[src/rtl/espic_pkg.sv]
// Shared ESPIC definitions: controller opcodes, IRQ source ids, issuer states.
package espic_pkg;

    localparam logic [15:0] OP_IDLE         = 16'h0000;
    localparam logic [15:0] OP_SETPRIO_BASE = 16'h2F10;
    localparam logic [15:0] OP_SETPRIO_MASK = 16'h3FF0;
    localparam logic [15:0] OP_IRQ2_N0      = 16'h3F11;
    localparam logic [15:0] OP_IRQ2_N1      = 16'h3F12;

    typedef enum logic [1:0] {
        IRQ_ID_TICK  = 2'd0,
        IRQ_ID_MUTEX = 2'd1,
        IRQ_ID_MEM   = 2'd2
    } irq_id_e;

    typedef enum logic [1:0] {
        ISS_IDLE  = 2'd0,
        ISS_DRIVE = 2'd1,
        ISS_GAP   = 2'd2
    } iss_state_e;

    // Builds the controller opcode for a CPU command.
    function automatic logic [15:0] encode_op(input logic kind,
                                              input logic [2:0] prio,
                                              input logic node);
        logic [15:0] op;
        if (kind) begin
            op = node ? OP_IRQ2_N1 : OP_IRQ2_N0;
        end else begin
            op = (OP_SETPRIO_BASE & OP_SETPRIO_MASK) | {13'b0, prio};
        end
        return op;
    endfunction

endpackage

[src/rtl/irq_sync_edge.sv]
// Two-flop synchronizer followed by a rising-edge detector.
module irq_sync_edge (
    input  logic CLK,
    input  logic RST,
    input  logic async_in,
    output logic rise
);

    logic sync1;
    logic sync2;
    logic prev;

    // Synchronizer chain plus the delayed copy used for edge detection.
    always_ff @(posedge CLK or posedge RST) begin
        if (RST) begin
            sync1 <= 1'b0;
            sync2 <= 1'b0;
            prev  <= 1'b0;
        end else begin
            sync1 <= async_in;
            sync2 <= sync1;
            prev  <= sync2;
        end
    end

    assign rise = sync2 & ~prev;

endmodule

[src/rtl/node_irq_agent.sv]
// Node-side ESPIC endpoint: latches IRQ edges for the CPU and issues opcodes.
module node_irq_agent
    import espic_pkg::*;
#(
    parameter int NODE_ID = 0,
    parameter int OP_HOLD = 4
) (
    input  logic        CLK,
    input  logic        RST,
    input  logic        in_IRQ0,
    input  logic [1:0]  in_mutex_IRQ1,
    input  logic        in_IRQ2,
    output logic        irq_valid,
    output logic [1:0]  irq_id,
    output logic        irq_overrun,
    input  logic        irq_ack,
    input  logic        cmd_valid,
    output logic        cmd_ready,
    input  logic        cmd_kind,
    input  logic [3:0]  cmd_arg,
    output logic [15:0] out_op
);

    localparam logic [7:0] HOLD_LOAD = 8'(OP_HOLD - 1);

    logic [2:0]  rise;
    logic [2:0]  pending;
    logic [2:0]  overrun;
    logic [2:0]  ack_hit;
    irq_id_e     sel_id;

    iss_state_e  state;
    iss_state_e  state_next;
    logic [7:0]  count;
    logic [7:0]  count_next;
    logic [15:0] op_reg;
    logic [15:0] op_next;

    logic        unused_inputs;
    assign unused_inputs = cmd_arg[3] ^ (^in_mutex_IRQ1);

    irq_sync_edge u_sync_irq0 (.CLK(CLK), .RST(RST), .async_in(in_IRQ0),                 .rise(rise[0]));
    irq_sync_edge u_sync_irq1 (.CLK(CLK), .RST(RST), .async_in(in_mutex_IRQ1[NODE_ID]),  .rise(rise[1]));
    irq_sync_edge u_sync_irq2 (.CLK(CLK), .RST(RST), .async_in(in_IRQ2),                 .rise(rise[2]));

    // Acknowledge only targets the currently presented source.
    always_comb begin
        ack_hit = 3'b000;
        if (irq_ack && irq_valid) begin
            ack_hit = 3'b001 << irq_id;
        end
    end

    // Pending/overrun bookkeeping; a fresh edge beats a same-cycle ack.
    always_ff @(posedge CLK or posedge RST) begin
        if (RST) begin
            pending <= 3'b000;
            overrun <= 3'b000;
        end else begin
            for (int s = 0; s < 3; s++) begin
                if (rise[s]) begin
                    pending[s] <= 1'b1;
                    overrun[s] <= ack_hit[s] ? 1'b0 : (overrun[s] | pending[s]);
                end else if (ack_hit[s]) begin
                    pending[s] <= 1'b0;
                    overrun[s] <= 1'b0;
                end
            end
        end
    end

    // Fixed priority select: IRQ2 over IRQ1 over IRQ0.
    always_comb begin
        sel_id = IRQ_ID_TICK;
        if (pending[2]) begin
            sel_id = IRQ_ID_MEM;
        end else if (pending[1]) begin
            sel_id = IRQ_ID_MUTEX;
        end
    end

    assign irq_valid   = |pending;
    assign irq_id      = sel_id;
    assign irq_overrun = pending[irq_id] & overrun[irq_id];

    // Issuer state, hold counter and latched opcode.
    always_ff @(posedge CLK or posedge RST) begin
        if (RST) begin
            state  <= ISS_IDLE;
            count  <= 8'd0;
            op_reg <= OP_IDLE;
        end else begin
            state  <= state_next;
            count  <= count_next;
            op_reg <= op_next;
        end
    end

    // Issuer next state: accept, hold for OP_HOLD cycles, then one idle gap.
    always_comb begin
        state_next = state;
        count_next = count;
        op_next    = op_reg;
        case (state)
            ISS_IDLE: begin
                if (cmd_valid) begin
                    state_next = ISS_DRIVE;
                    count_next = HOLD_LOAD;
                    op_next    = encode_op(cmd_kind, cmd_arg[2:0], cmd_arg[0]);
                end
            end
            ISS_DRIVE: begin
                if (count == 8'd0) begin
                    state_next = ISS_GAP;
                end else begin
                    count_next = count - 8'd1;
                end
            end
            ISS_GAP: begin
                state_next = ISS_IDLE;
            end
            default: begin
                state_next = ISS_IDLE;
            end
        endcase
    end

    // Issuer outputs; ready is held low while reset is asserted.
    always_comb begin
        cmd_ready = (state == ISS_IDLE) && !RST;
        out_op    = (state == ISS_DRIVE) ? op_reg : OP_IDLE;
    end

endmodule

[config.mk]
export PLATFORM = sky130hd
export DESIGN_NAME = node_irq_agent
export DESIGN_NICKNAME = d
export VERILOG_FILES = /design/src/rtl/espic_pkg.sv /design/src/rtl/irq_sync_edge.sv /design/src/rtl/node_irq_agent.sv
export SDC_FILE = /design/constraint.sdc
export NUM_CORES = 1
export LEC_CHECK = 0
export ABC_CLOCK_PERIOD_IN_PS = 2500
export CORE_ASPECT_RATIO = 0.9
export CORE_MARGIN = 4
export CORE_UTILIZATION = 40
export DETAILED_ROUTE_END_ITERATION = 7
export PLACE_DENSITY = 0.67
export SYNTH_ARGS = -nofsm -noshare
export SYNTH_HDL_FRONTEND = slang
export SYNTH_SLANG_ARGS = --single-unit
export TNS_END_PERCENT = 5
[constraint.sdc]
create_clock -name CLK -period 2.5 [get_ports CLK]
set_input_delay 0.5 -clock CLK [delete_from_list [all_inputs] [get_ports CLK]]
set_output_delay 0.5 -clock CLK [all_outputs]
set_load 0.05 [all_outputs]
# Word-level counts from Yosys, hierarchy flattened

Cells that the tools add are included.

RAM bits: 0
Output and inout bits: 21
Bits in read-only memories: 0
Memories: 0
Flip-flop bits (word level): 41
Logic and storage cells: 76
Latch bits: 0

Magnitude comparators: 1
Add/subtract/negate cells: 1
Divide/modulo/power cells: 0
Equality and inequality tests: 4
Multiplexer cells: 28
Reduce and logical (&&, ||, !) cells: 13
Shifts and indexed selects: 1
Multipliers: 0
Bitwise operators: 10

Operators with widths:

| kind                                               | count |
|---|---|
| two-way mux 16 bit                                 | 1 |
| two-way mux 8 bit                                  | 2 |
| one-hot mux 8 bit (2 select lines)                 | 1 |
| two-way mux 1 bit                                  | 15 |
| two-way mux 13 bit                                 | 1 |
| zero test 8 bit                                    | 1 |
| two-way mux 2 bit                                  | 4 |
| nonzero test 2 bit                                 | 4 |
| subtractor 8 x 1 -> 8 bit, second input constant   | 1 |
| != test 2 bit, second input constant               | 3 |
| bitwise AND 1 bit                                  | 4 |
| binary-select mux 1 bit (select 2 bit)             | 2 |
| one-hot mux 2 bit (2 select lines)                 | 1 |
| AND reduction 2 bit                                | 2 |
| < comparator 2 x 3 -> 1 bit, second input constant | 1 |
| two-way mux 3 bit                                  | 1 |
| NOT 1 bit                                          | 3 |
| bitwise OR 1 bit                                   | 3 |
| AND reduction 3 bit                                | 1 |
| OR reduction 3 bit                                 | 1 |
| << shifter 1 x 2 -> 3 bit, first input constant    | 1 |
| == test 2 x 1 -> 1 bit, second input constant      | 1 |
| logical AND 1 bit                                  | 2 |
| zero test 2 bit                                    | 1 |
| zero test 1 bit                                    | 1 |

# Depth between registers and ports, before layout

Depth in word-level cells: 6
Mapped depth: 5

# Cells and area by module

From an unflattened synthesis, not the netlist that was laid out.

Cells, all modules: 131
Area, all modules: 1421.4 um^2

By module, submodules not included:

| module         | sequential area each (um^2) | times used | area each (um^2) | cells an instance |
|---|---|---|---|---|
| node_irq_agent | 525.5                       | 1          | 1143.6           | 116 |
| irq_sync_edge  | 75.1                        | 3          | 92.6             | 5 |

# Worst setup path before layout

No wires, ideal clock.

Path type: reg2out
Start: register pending[1]
End: output irq_overrun
Arrival time: 1.752 ns
Slack: 0.248 ns
Stages on the path, launching flop included: 4
Data required time: 2.000 ns
Path through: dfrtp_1 -> and3b_1 -> a21oi_1 -> o21ai_0

Longest elaborated chain between the ends: 5

Ends and longest elaborated chain:

| item                                    | RTL line             | source |
|---|---|---|
| start: declaration                      | node_irq_agent.sv:27 | `logic [2:0] pending;` |
| start signal: assignment                | node_irq_agent.sv:57 | `pending <= 3'b000;` |
| start signal: indexed assignment        | node_irq_agent.sv:62 | `pending[s] <= 1'b1;` |
| start signal: indexed assignment        | node_irq_agent.sv:65 | `pending[s] <= 1'b0;` |
| two-way mux 1 bit                       | node_irq_agent.sv:77 | `end else if (pending[1]) begin` |
| two-way mux 2 bit                       | node_irq_agent.sv:75 | `if (pending[2]) begin` |
| binary-select mux 1 bit (select 2 bit)  | node_irq_agent.sv:84 | `assign irq_overrun = pending[irq_id] & overrun[irq_id];` |
| two-way mux 1 bit (implied by the code) | node_irq_agent.sv:84 |  |
| bitwise AND 1 bit *                     | node_irq_agent.sv:84 |  |
| end: declaration                        | node_irq_agent.sv:15 | `output logic irq_overrun,` |

Every way passes the cells marked *; elsewhere a longest branch is shown, timed or not. The select of a mux whose other input is x is not followed.

# Worst setup path in the final report

Start: register pending[2]
End: output irq_valid

Longest elaborated chain between the ends: 1

Ends and longest elaborated chain:

| item               | RTL line             | source |
|---|---|---|
| OR reduction 3 bit | node_irq_agent.sv:82 | `assign irq_valid = \|pending;` |
| end: declaration   | node_irq_agent.sv:13 | `output logic irq_valid,` |

Every way passes these cells.

==> results.md <==
* Status: completed
* Dpl hpwl at 1.88 mm
* DIE AREA at 4580 um2
* Asr flop ratio synth at 1.00
* CTS Sinks at 30
* CP endpoint kind: output pin
* Reg2reg setup slack at 0.79 ns
* # port buffers at 25
* CTS buffer count at 5
* Initial Util at 0.419
* Max FFs per register at 8
* M3 GR Usage at 0.0372
* Reg area at 751 um2
* Vias per inst at 4.90
* RSZ-0062 raised after global routing: no
* CTS tree: done
* Power Dens Cells at 1450 nW/um2
* Post-synth top cells: dfrtp_1 (30), buf_4 (13), nand2_1 (13)
* Seq/Total Area, Yosys at 0.527
* Clock latency on the worst-skew pair at 0.27 ns
* TNS Setup at 0 ns
* Die width at 70.9 um
* CP Launch Type: register
* Routed Antenna Nets at 0
* Maxcap violations at 0
* Cell Area, Synth at 1430 um2
* Clock share of power at 0.190
* P_leak at 0.787 nW
* Critical path cell sequence: or3_1 -> clkdlybuf4s50_1
* Worst-path fanout max at 9
* Routability cong. at 0.748
* Crit path depth at 2
* Sequential power share at 0.299
* Fmax at 0.433 GHz
* Post-CTS resize count at 0
* Vias in the first global route at 947
* Sw Share at 0.459
* Number of library cell types mapped by synthesis at 41
* Tmin final at 2.31 ns
* CP endpoint: irq_valid
* Reg-to-reg endpoint: count[1]$_DFFE_PP0P_
* Worst path required time at 2.00 ns
* Area contributors post-synth: dfrtp_1 (53%), buf_4 (6.8%), nand2_1 (3.4%)
* DIE HEIGHT at 64.6 um
* Yosys warns at 0
* Initial antenna violation count at 0
* Worst path max stage delay at 0.70 ns
* Comb pwr share at 0.511
* GR Util All Layers at 0.124
* Switching power at 1.16 mW
* Cts-stage hold buffer count at 0
* Clk_skew at 0.00484 ns
* H-tree levels at 2
* Delay-heaviest family, CP: buffers and inverters
* Top-count cell post-synth: dfrtp_1
* Maximum vdd drop at 0.922 mV
* Pin count of the biggest net entering global routing at 23
* Post-Syn Instances at 130
* Design area at 1740 um2
* Post-route clock period utilization at 0.923
* First-pass GRT wire length at 4.33 mm
* Crit path kind: register to output pin
* WL per Instance at 12.4 um
* Register bit count reported by yosys at 30
* Area of the multi-input gates at 561 um2
* Syn-to-layout area delta at 22.4%
* Fillers at 319
* Grt ovf at 0
* Top FF cell, synth: dfrtp_1
* Post-synth top area share at 0.527
* Ant diodes at 0
* Arr. time, crit path at 1.81 ns
* Met2 global-route usage at 0.207
* Mean post-synth cell area at 11.0 um2
* Post-synth top area cell: dfrtp_1
* Endpoints failing setup at 0
* Final Core Density at 0.513
* CP max stage cell: clkdlybuf4s50_1
* Grt met1 use at 0.143
* Final Max Slew Viols at 0
* Layout Nets at 170
* Hold WC Path Type: register to register
* Initial DRC Count at 22
* Row cnt at 20
* Worst Path Buf+Inv at 1
* R2R cell count at 5
* Internal power at 1.37 mW
* Gr busiest metal: met2
* Total wire length at 2.48 mm
* First-pass DRT Iterations at 6
* Vias at 975
* Number of synthesized flops with an enable pin at 0
* DRC viols at 0
* CP Launch Point: pending[2]$_DFFE_PP0P_
* Worst-path clk slew at 0.06 ns
* # Post-CTS Setup Buffers at 0
* Share of cells above drive strength 1 at 0.174
* Core Box Area at 3400 um2
* CTS root buf: clkbuf_8
* Area after DPL at 1630 um2
* Final hold viol count at 0
* Max Root-Sink Buffers at 2
* Reg2reg start: count[0]$_DFFE_PP0P_
* I/O Pins at 34
## cells in the final DEF, fill, tap and decap left out, types with 4 or more instances in the layout
cell type and n:
a31oi_1 4, clkbuf_8 6, a21oi_1 5, conb_1 6
buf_4 14, dfrtp_1 30, nand2_1 13, inv_1 8
mux2i_1 4, and2_1 6, clkdlybuf4s50_1 13
## final cells by class
type	count	share of cell area
Timing Repair Buffer	27	0.135
Sequential cell	30	0.430
Clock buffer	6	0.0473
Tap cell	44	0.0316
Multi-Input combinational cell	83	0.321
Inverter	8	0.0172
Clock inverter	1	0.0172
## worst min-delay path by stage
stage                                startpoint                          end  slack (ns)  cells after the start
floorplan           u_sync_irq0.sync1$_DFF_PP0_  u_sync_irq0.sync2$_DFF_PP0_        0.33                      0
global placement    u_sync_irq0.sync1$_DFF_PP0_  u_sync_irq0.sync2$_DFF_PP0_        0.34                      0
detailed placement  u_sync_irq0.sync1$_DFF_PP0_  u_sync_irq0.sync2$_DFF_PP0_        0.34                      0
CTS                 u_sync_irq0.sync1$_DFF_PP0_  u_sync_irq0.sync2$_DFF_PP0_        0.36                      0
global route        u_sync_irq0.sync1$_DFF_PP0_  u_sync_irq0.sync2$_DFF_PP0_        0.36                      0
finish              u_sync_irq0.sync1$_DFF_PP0_  u_sync_irq0.sync2$_DFF_PP0_        0.35                      0
## per-layer routing
| layer | share of wire | wire length (um) |
|---|---|---|
| met3 | 0.053 | 131 |
| met5 | 0 | 0 |
| met2 | 0.51 | 1270 |
| met4 | 0.017 | 42 |
| met1 | 0.42 | 1030 |
## metrics by stage
stage          power (mW)  hold slack (ns)  std cells  setup WS (ns)
2_1_floorplan        1.84            0.331        135          0.248
3_3_place_gp         2.04            0.336        192          0.487
3_5_place_dp         2.08            0.345        192          0.478
4_1_cts              2.57            0.358        199          0.170
5_1_grt              2.69            0.365        199          0.138
6_report             2.54            0.352        199          0.192
## logic make-up (layout without fill, tap and decap cells)
family / count (synthesis) / in the layout / share of synthesized area
AO/OA/AOI/OAI: 22 / 22 / 0.105
XOR/XNOR: 1 / 1 / 0.00615
adder cells (fa/ha/maj): 2 / 2 / 0.0176
buffers and inverters: 22 / 42 / 0.0931
flip-flops: 30 / 30 / 0.527
multiplexers: 4 / 4 / 0.0281
other: 1 / 6 / 0.00263
AND/OR/NAND/NOR: 48 / 48 / 0.220
## power by group through the flow
stage | clock (mW) | combinational (mW) | sequential [mW]
2_1_floorplan | 0 | 1.12 | 0.720
3_3_place_gp | 0 | 1.28 | 0.754
3_5_place_dp | 0 | 1.31 | 0.765
4_1_cts | 0.497 | 1.32 | 0.759
5_1_grt | 0.518 | 1.39 | 0.785
6_report | 0.481 | 1.30 | 0.759
Note: power is estimated with default switching activity, not from simulation.
